**src/rtl/cdb_arbiter.sv**
```systemverilog
// cdb_arbiter: per-source result FIFOs feeding a round-robin
// scheduler that drives one registered common data bus slot.
package mips_core_pkg;
  localparam int ROB_DEPTH_BITS = 5;
  localparam int DATA_WIDTH = 32;
endpackage

module cdb_arbiter
  import mips_core_pkg::*;
#(
  parameter int NUM_SRC = 2,
  parameter int Q_DEPTH = 2,
  parameter int TAG_W = ROB_DEPTH_BITS,
  parameter int DATA_W = DATA_WIDTH,
  localparam int SRC_BITS = $clog2(NUM_SRC > 2 ? NUM_SRC : 2)
) (
  input  logic                      clk,
  input  logic                      rst_n,
  input  logic                      flush,
  input  logic [NUM_SRC-1:0]        src_valid,
  input  logic [NUM_SRC*TAG_W-1:0]  src_tag,
  input  logic [NUM_SRC*DATA_W-1:0] src_data,
  output logic [NUM_SRC-1:0]        src_ready,
  output logic                      cdb_valid,
  output logic [TAG_W-1:0]          cdb_tag,
  output logic [DATA_W-1:0]         cdb_data,
  output logic [SRC_BITS-1:0]       cdb_src,
  output logic [15:0]               conflict_cnt
);

  localparam int PTR_W = $clog2(Q_DEPTH > 1 ? Q_DEPTH : 2);
  localparam int CNT_W = $clog2(Q_DEPTH + 1);
  localparam logic [PTR_W-1:0] PTR_LAST = PTR_W'(Q_DEPTH - 1);
  localparam logic [CNT_W-1:0] CNT_FULL = CNT_W'(Q_DEPTH);
  localparam logic [SRC_BITS-1:0] SRC_LAST = SRC_BITS'(NUM_SRC - 1);
  localparam logic [SRC_BITS:0] SRC_NUM = (SRC_BITS+1)'(NUM_SRC);

  logic [TAG_W-1:0]  q_tag  [NUM_SRC][Q_DEPTH];
  logic [DATA_W-1:0] q_data [NUM_SRC][Q_DEPTH];
  logic [PTR_W-1:0]  wr_ptr [NUM_SRC];
  logic [PTR_W-1:0]  rd_ptr [NUM_SRC];
  logic [CNT_W-1:0]  cnt    [NUM_SRC];

  logic [SRC_BITS-1:0]  rr_ptr;
  logic [NUM_SRC-1:0]   nonempty;
  logic [NUM_SRC-1:0]   push;
  logic [NUM_SRC-1:0]   pop;
  logic [2*NUM_SRC-1:0] ne_dbl;
  logic [NUM_SRC-1:0]   ne_rot;
  logic                 grant;
  logic [SRC_BITS:0]    win_sum;
  logic [SRC_BITS-1:0]  win;
  logic                 contention;

  always_comb begin
    nonempty = '0;
    src_ready = '0;
    for (int i = 0; i < NUM_SRC; i++) begin
      nonempty[i] = cnt[i] != '0;
      src_ready[i] = cnt[i] < CNT_FULL;
    end
  end

  assign push = src_valid & src_ready & {NUM_SRC{~flush}};
  assign contention = |(nonempty & (nonempty - NUM_SRC'(1)));

  // rotate so bit 0 is the rr_ptr source; lowest set bit wins
  assign ne_dbl = {nonempty, nonempty};
  assign ne_rot = NUM_SRC'(ne_dbl >> rr_ptr);

  always_comb begin
    grant = 1'b0;
    win_sum = '0;
    for (int k = NUM_SRC - 1; k >= 0; k--) begin
      if (ne_rot[k]) begin
        grant = 1'b1;
        win_sum = {1'b0, rr_ptr} + (SRC_BITS+1)'(k);
      end
    end
    if (win_sum >= SRC_NUM)
      win_sum = win_sum - SRC_NUM;
  end

  assign win = win_sum[SRC_BITS-1:0];

  always_comb begin
    pop = '0;
    for (int i = 0; i < NUM_SRC; i++)
      pop[i] = grant && !flush && (win == SRC_BITS'(i));
  end

  always_ff @(posedge clk) begin
    for (int i = 0; i < NUM_SRC; i++) begin
      if (push[i]) begin
        q_tag[i][wr_ptr[i]]  <= src_tag[i*TAG_W +: TAG_W];
        q_data[i][wr_ptr[i]] <= src_data[i*DATA_W +: DATA_W];
      end
    end
  end

  always_ff @(posedge clk or negedge rst_n) begin
    if (!rst_n) begin
      for (int i = 0; i < NUM_SRC; i++) begin
        wr_ptr[i] <= '0;
        rd_ptr[i] <= '0;
        cnt[i] <= '0;
      end
    end else if (flush) begin
      for (int i = 0; i < NUM_SRC; i++) begin
        wr_ptr[i] <= '0;
        rd_ptr[i] <= '0;
        cnt[i] <= '0;
      end
    end else begin
      for (int i = 0; i < NUM_SRC; i++) begin
        if (push[i])
          wr_ptr[i] <= (wr_ptr[i] == PTR_LAST) ? '0
                       : wr_ptr[i] + PTR_W'(1);
        if (pop[i])
          rd_ptr[i] <= (rd_ptr[i] == PTR_LAST) ? '0
                       : rd_ptr[i] + PTR_W'(1);
        if (push[i] && !pop[i])
          cnt[i] <= cnt[i] + CNT_W'(1);
        else if (pop[i] && !push[i])
          cnt[i] <= cnt[i] - CNT_W'(1);
      end
    end
  end

  always_ff @(posedge clk or negedge rst_n) begin
    if (!rst_n) begin
      rr_ptr <= '0;
      cdb_valid <= 1'b0;
      cdb_tag <= '0;
      cdb_data <= '0;
      cdb_src <= '0;
      conflict_cnt <= '0;
    end else if (flush) begin
      rr_ptr <= '0;
      cdb_valid <= 1'b0;
    end else begin
      cdb_valid <= grant;
      if (grant) begin
        rr_ptr <= (win == SRC_LAST) ? '0 : win + SRC_BITS'(1);
        cdb_tag <= q_tag[win][rd_ptr[win]];
        cdb_data <= q_data[win][rd_ptr[win]];
        cdb_src <= win;
      end
      if (contention && conflict_cnt != 16'hFFFF)
        conflict_cnt <= conflict_cnt + 16'd1;
    end
  end

endmodule

```
**config.mk**
```make
export PLATFORM = sky130hd
export DESIGN_NAME = cdb_arbiter
export DESIGN_NICKNAME = d
export VERILOG_FILES = /design/src/rtl/cdb_arbiter.sv
export SDC_FILE = /design/constraint.sdc
export NUM_CORES = 1
export LEC_CHECK = 0
export CORE_MARGIN = 3
export CORE_UTILIZATION = 54
export DETAILED_ROUTE_END_ITERATION = 8
export GPL_ROUTABILITY_DRIVEN = 0
export PLACE_DENSITY = 0.8
export REMOVE_ABC_BUFFERS = 1
export SYNTH_ARGS = -nofsm -noshare
export SYNTH_HDL_FRONTEND = slang
export SYNTH_SLANG_ARGS = --single-unit
```
**constraint.sdc**
```tcl
create_clock -name clk -period 4.8 [get_ports clk]
set_input_delay 0.48 -clock clk [delete_from_list [all_inputs] [get_ports clk]]
set_output_delay 0.48 -clock clk [all_outputs]
set_load 0.02 [all_outputs]
```
# ---- After elaboration in Yosys (flattened, before gate mapping)
# Memories as Yosys holds them, arrays and structs flattened.
# Index checks and enable logic that the tools add are counted.
dict set report totals {
  regBits 64
  latch_bits 0
  mem_bits_rw 148
  mem_bits_ro 0
  inputBits 79
  output_inout_bits 57
  elab_cells 121
  n_memories 2
}
# name words word_bits rd rd_clocked_by_memory_dff write_ports line
set memory_table {}
lappend memory_table {q_data 2 64 1 0 2 39} ;# logic [DATA_W-1:0] q_data [NUM_SRC][Q_DEPTH];
lappend memory_table {q_tag 2 10 1 0 2 38} ;# logic [TAG_W-1:0] q_tag [NUM_SRC][Q_DEPTH];
dict set report classes {
  addsub 13
  n_mul 0
  div 0
  order_cmp 9
  n_eq_ne 1
  n_shift 1
  muxes 47
  n_bitwise 9
  reduce_logical 27
}
# op n
set op_table {}
lappend op_table {{2-to-1 mux 32 bit} 5}
lappend op_table {{2-to-1 mux 64 bit} 2}
lappend op_table {{demux 32 bit (select 1 bit)} 2}
lappend op_table {{2-to-1 mux 5 bit} 5}
lappend op_table {{2-to-1 mux 1 bit} 20}
lappend op_table {{2-to-1 mux 10 bit} 2}
lappend op_table {{adder 16 x 1 -> 16 bit (second input constant)} 1}
lappend op_table {{2-to-1 mux 2 bit} 8}
lappend op_table {{!= test 16 bit (second input constant)} 1}
lappend op_table {{nonzero test 2 bit} 7}
lappend op_table {{demux 5 bit (select 1 bit)} 2}
lappend op_table {{greater-or-equal comparator 2 bit (second input constant)} 5}
lappend op_table {{logical AND 1 bit} 10}
lappend op_table {{inverter 1 -> 2 bit} 4}
lappend op_table {{bitwise AND 2 bit} 3}
lappend op_table {{nonzero test 3 bit} 2}
lappend op_table {{subtractor 2 x 1 -> 2 bit (second input constant)} 3}
lappend op_table {{adder 1 bit (second input constant)} 5}
lappend op_table {{zero test 1 bit} 5}
lappend op_table {{adder 2 x 1 -> 2 bit (second input constant)} 2}
lappend op_table {{< comparator 2 x 1 -> 1 bit (second input constant)} 2}
lappend op_table {{< comparator 2 bit (second input constant)} 2}
lappend op_table {{2-to-1 mux 4 bit} 1}
lappend op_table {{AND reduction 2 bit} 2}
lappend op_table {{other kinds (5)} 6}

# ---- Depth between registers and ports, before layout
dict set report logic_depth {
  depth_word 14
  depth_mapped 7
  mapped_depth_nobuf 5
}

# ---- Least setup slack after synthesis
# Ideal clock, no wire load.
dict set report synth_path {
  kind {register to register}
  start {register cnt[1] (netlist bit)}
  end {memory q_data[1][32] (netlist bit), enable pin}
  setup_ns 0.485
  arrival_time_ns 3.528
  path_slack_ns 0.787
  path_stages_with_launch 4
  n_path_buf 1
  path_cell_list {dfrtp_1 > buf_2 > nor2b_1 > nor3b_1}
}
# element line
set synth_lines {}
lappend synth_lines {{start, declared} 42} ;# logic [CNT_W-1:0] cnt [NUM_SRC];
lappend synth_lines {{start signal, assigned by index} 123} ;# cnt[i] <= cnt[i] + CNT_W'(1);
lappend synth_lines {{start signal, assigned by index} 125} ;# cnt[i] <= cnt[i] - CNT_W'(1);
lappend synth_lines {{end, declared} 39}

# ---- Worst setup path in the final report
dict set report layout_path {
  start {register cnt[3] (netlist bit)}
  end {register cdb_data[21]}
}
dict set report layout_between {
  elab_chain_len 14
  word_cells_on_any_way 19
}
# element line
set layout_rtl {}
lappend layout_rtl {{nonzero test 2 bit (*)} 59} ;# nonempty[i] = cnt[i] != '0;
lappend layout_rtl {{>> shifter 4 x 1 -> 2 bit (*)} 69} ;# assign ne_rot = NUM_SRC'(ne_dbl >> rr_ptr);
lappend layout_rtl {{2-to-1 mux 2 bit (2 in series)} 75} ;# if (ne_rot[k]) begin
lappend layout_rtl {{greater-or-equal comparator 2 bit or subtractor 1 bit (tied branches)} {80, 81}}
lappend layout_rtl {{2-to-1 mux 1 bit} 80} ;# if (win_sum >= SRC_NUM)
lappend layout_rtl {{inverter 1 -> 2 bit (implied by the code)} 146} ;# cdb_data <= q_data[win][rd_ptr[win]];
lappend layout_rtl {{2-to-1 mux 1 bit (implied by the code) (3 in series)} 146}
lappend layout_rtl {{inverter 1 -> 2 bit (implied by the code)} 146}
lappend layout_rtl {{2-to-1 mux 32 bit (implied by the code) (3 in series)} 146}
lappend layout_rtl {{end signal, assigned} 146}
lappend layout_rtl {{end, declared} 26} ;# output logic [DATA_W-1:0] cdb_data,
# Mark *: on every way between the ends. The rest lies on a longest branch, timed or not. The select of a mux whose other input is x is not followed.
# A chain may end at the register's enable or synchronous reset.

==> reports/qor.txt <==
clk root buf: clkbuf_16
crit-path max FO: 20
setup tns final: 0 ps
Hold-fix buffers, CTS: 0
final setup fails: 0
relative slew slack: 0.205
Max VDD drop: 0.390 mV
synthesized flop and latch total: 212
Area growth, synth to finish: 24.7%
DRC viols: 0
nature of the critical path startpoint: register
Port Buf Inserts: 135
Post-CTS Setup Bufs: 0
top post-synthesis cells by area: edfxtp_1, dfrtp_1, nor2b_1, o31ai_2, a211oi_2
most used flip-flop cell after synthesis: edfxtp_1
switching share of power: 0.315
Post-synth ARST share: 0.302
commonest non-fill, non-tap cell in the layout: edfxtp_1
clock share of power: 0.288
DP Worst Slack: 1930 ps
Comb pwr share: 0.283
required time worst endpoint: 5190 ps
M1 wire length: 7.59 mm
PD cells: 524 mW/mm^2
# diodes: 0
Achievable Freq: 426 MHz
clk sinks: 212
Final WS setup: 2450 ps
RR Startpoint: cnt[3]$_DFFE_PN0P_
final setup skew: 17.7 ps
dpl cell area: 0.0101 sq mm
htree depth: 1
Seq/Total Area, Yosys: 0.696
initial core utilization: 0.561
vias in the first global route: 5,551
max_cap viols: 0
WL final: 18.5 mm
vias: 5,306
Pleak: 3.80 nW
via/cell ratio: 5.72
met2 WL post-DR: 9.31 mm
Post-synth EDFFs: 148
max layer used: met4
# IOs: 136
clock buffer depth: 3
most frequent cells in the layout: edfxtp_1, clkdlybuf4s50_1, nor2b_1, dfrtp_1, nand2_1
Total Routing Usage GR: 0.208
Reg power frac: 0.430
met3 WL: 1.18 mm
Final Slew Violations: 0
HPWL Detailed: 11.0 mm
wire per inst: 19.9 microns
largest net degree at the start of global routing: 77
Worst setup EP type: register
chip height: 133 microns
fin crit share: 0.489
P_int: 3.89 mW
Syn Area/Cell: 15.1 sq um
r2r setup slk: 2450 ps
final hold vios: 0
# rows: 45
Fillers: 1,024
critical path type: reg -> reg
synthesized area: 0.00869 sq mm
Placeable Area: 0.0155 sq mm
CTS clk-pin slew, worst paths: 60 ps
clock latency on the worst-skew pair: 500 ps
yosys warns: 0
cell taking the most area after synthesis: edfxtp_1
CTS tree: built
post-synthesis cell count: 575
Slew @ Worst Pin: 1190 ps
top cell type's share of synthesized area: 0.512
placed insts: 888
post-CTS sizing: 0
die width: 133 microns
tightest hold margin: 112 ps
ANT nets after route: 0
Net Sw Power: 1.79 mW
Synth cell types: 44
Period minus WS final: 2350 ps
layout cells sized above 1: 0.152
initial DRC count: 391
FF-to-FF path depth: 5
Non-Filler Instances: 928
drt first pass iters: 5
WP data arrival: 2740 ps
RR Endpoint: cdb_data[21]$_DFFE_PN0N_
Die Area: 0.0176 sq mm
worst min-delay path category: in -> async
initial antenna violation count: 0
total gr overflow: 0
global-route wire length before repair: 29.3 mm
status: finished, final reports clean
unrepaired setup endpoints after global routing: false
fin nets: 781
clock buffer count from CTS: 22
Final Cell Area: 0.0108 sq mm
[synth_stat cells, types with 2 or more instances]
library cell and number:
edfxtp_1 148, nor2b_1 75, dfrtp_1 64, nand2_1 48
a211oi_1 45, o31ai_2 30, a211oi_2 29, xnor2_1 18
buf_2 14, clkbuf_1 12, nand3_1 11, buf_6 8
nand4_1 8, o31ai_1 7, nor2_1 6, and3_1 5
inv_1 4, nor3_1 4, o21ai_0 4, a21oi_1 3
and2_1 3, and4_1 3, buf_4 3, a21o_1 2
nor2_2 2
[stage by stage]
stage	power [mW]	utilization
after floorplan	3.36	-
after global placement	4.02	0.655
after detailed placement	4.08	0.655
after CTS	5.73	0.700
after global routing	5.94	0.700
final	5.68	0.700
[layer usage]
metal	vias up	global-route usage
li1	2420	-
met1	2657	0.280
met2	200	0.348
met3	29	0.0407
met4	0	0.0606
met5	-	0
[power by group through the flow]
stage / Sequential [mW] / Combinational (mW) / Clock, mW
2_1_floorplan: 2.67 / 0.696 / 0
3_3_place_gp: 2.46 / 1.56 / 0
3_5_place_dp: 2.47 / 1.62 / 0
4_1_cts: 2.44 / 1.62 / 1.66
5_1_grt: 2.47 / 1.73 / 1.74
6_report: 2.44 / 1.60 / 1.63
[state kept, by name, summed over array words and instances (netlist names)]
name          cells
q_tag            20
wr_ptr            2
rr_ptr            1
rd_ptr            2
cdb_data         32
cdb_valid         1
cdb_tag           5
q_data          128
cnt               4
cdb_src           1
conflict_cnt     16
[worst max-delay path by stage]
| stage | from | end | slack [ps] | depth (start not counted) |
|---|---|---|---|---|
| final | cnt[3]$_DFFE_PN0P_ | cdb_data[21]$_DFFE_PN0N_ | 2450 | 5 |
| after global routing | cnt[3]$_DFFE_PN0P_ | cdb_data[21]$_DFFE_PN0N_ | 2300 | 5 |
| after CTS | cnt[3]$_DFFE_PN0P_ | cdb_data[21]$_DFFE_PN0N_ | 2440 | 5 |
| after detailed placement | flush | q_tag[0][3]$_DFFE_PP_ | 1930 | 3 |
| after global placement | flush | q_data[0][11]$_DFFE_PP_ | 2020 | 3 |
| after floorplan | src_valid[1] | q_data[1][32]$_DFFE_PP_ | 790 | 2 |
[cell type report]
cell class | count | area, sq um | area share
Sequential cell | 212 | 6050 | 0.558
Tap cell | 211 | 264 | 0.0244
Timing Repair Buffer | 139 | 1380 | 0.127
Clock inverter | 11 | 111 | 0.0103
Inverter | 4 | 15.0 | 0.00139
Clock buffer | 29 | 587 | 0.0541
Multi-Input combinational cell | 322 | 2430 | 0.224
[cells by family (layout without fill, tap and decap cells)]
| group | Yosys count | in the layout | share of synthesized area |
|---|---|---|---|
| DFF | 212 | 212 | 0.696 |
| and+or+nand+nor | 174 | 174 | 0.112 |
| AOI/OAI and AO/OA | 127 | 127 | 0.142 |
| buffers and inverters | 41 | 183 | 0.0279 |
| xor gates and xnor gates | 19 | 19 | 0.0192 |
| adders and majority gates | 1 | 1 | 0.00144 |
| muxes | 1 | 1 | 0.00130 |
[critical path: stages, from the launching register on]
cell	delay, ps
dfrtp_1	490
o21bai_2	250
nor2b_4	640
buf_4	480
a211oi_1	90
o31ai_1	280
Note: power is estimated with default switching activity, not from simulation.
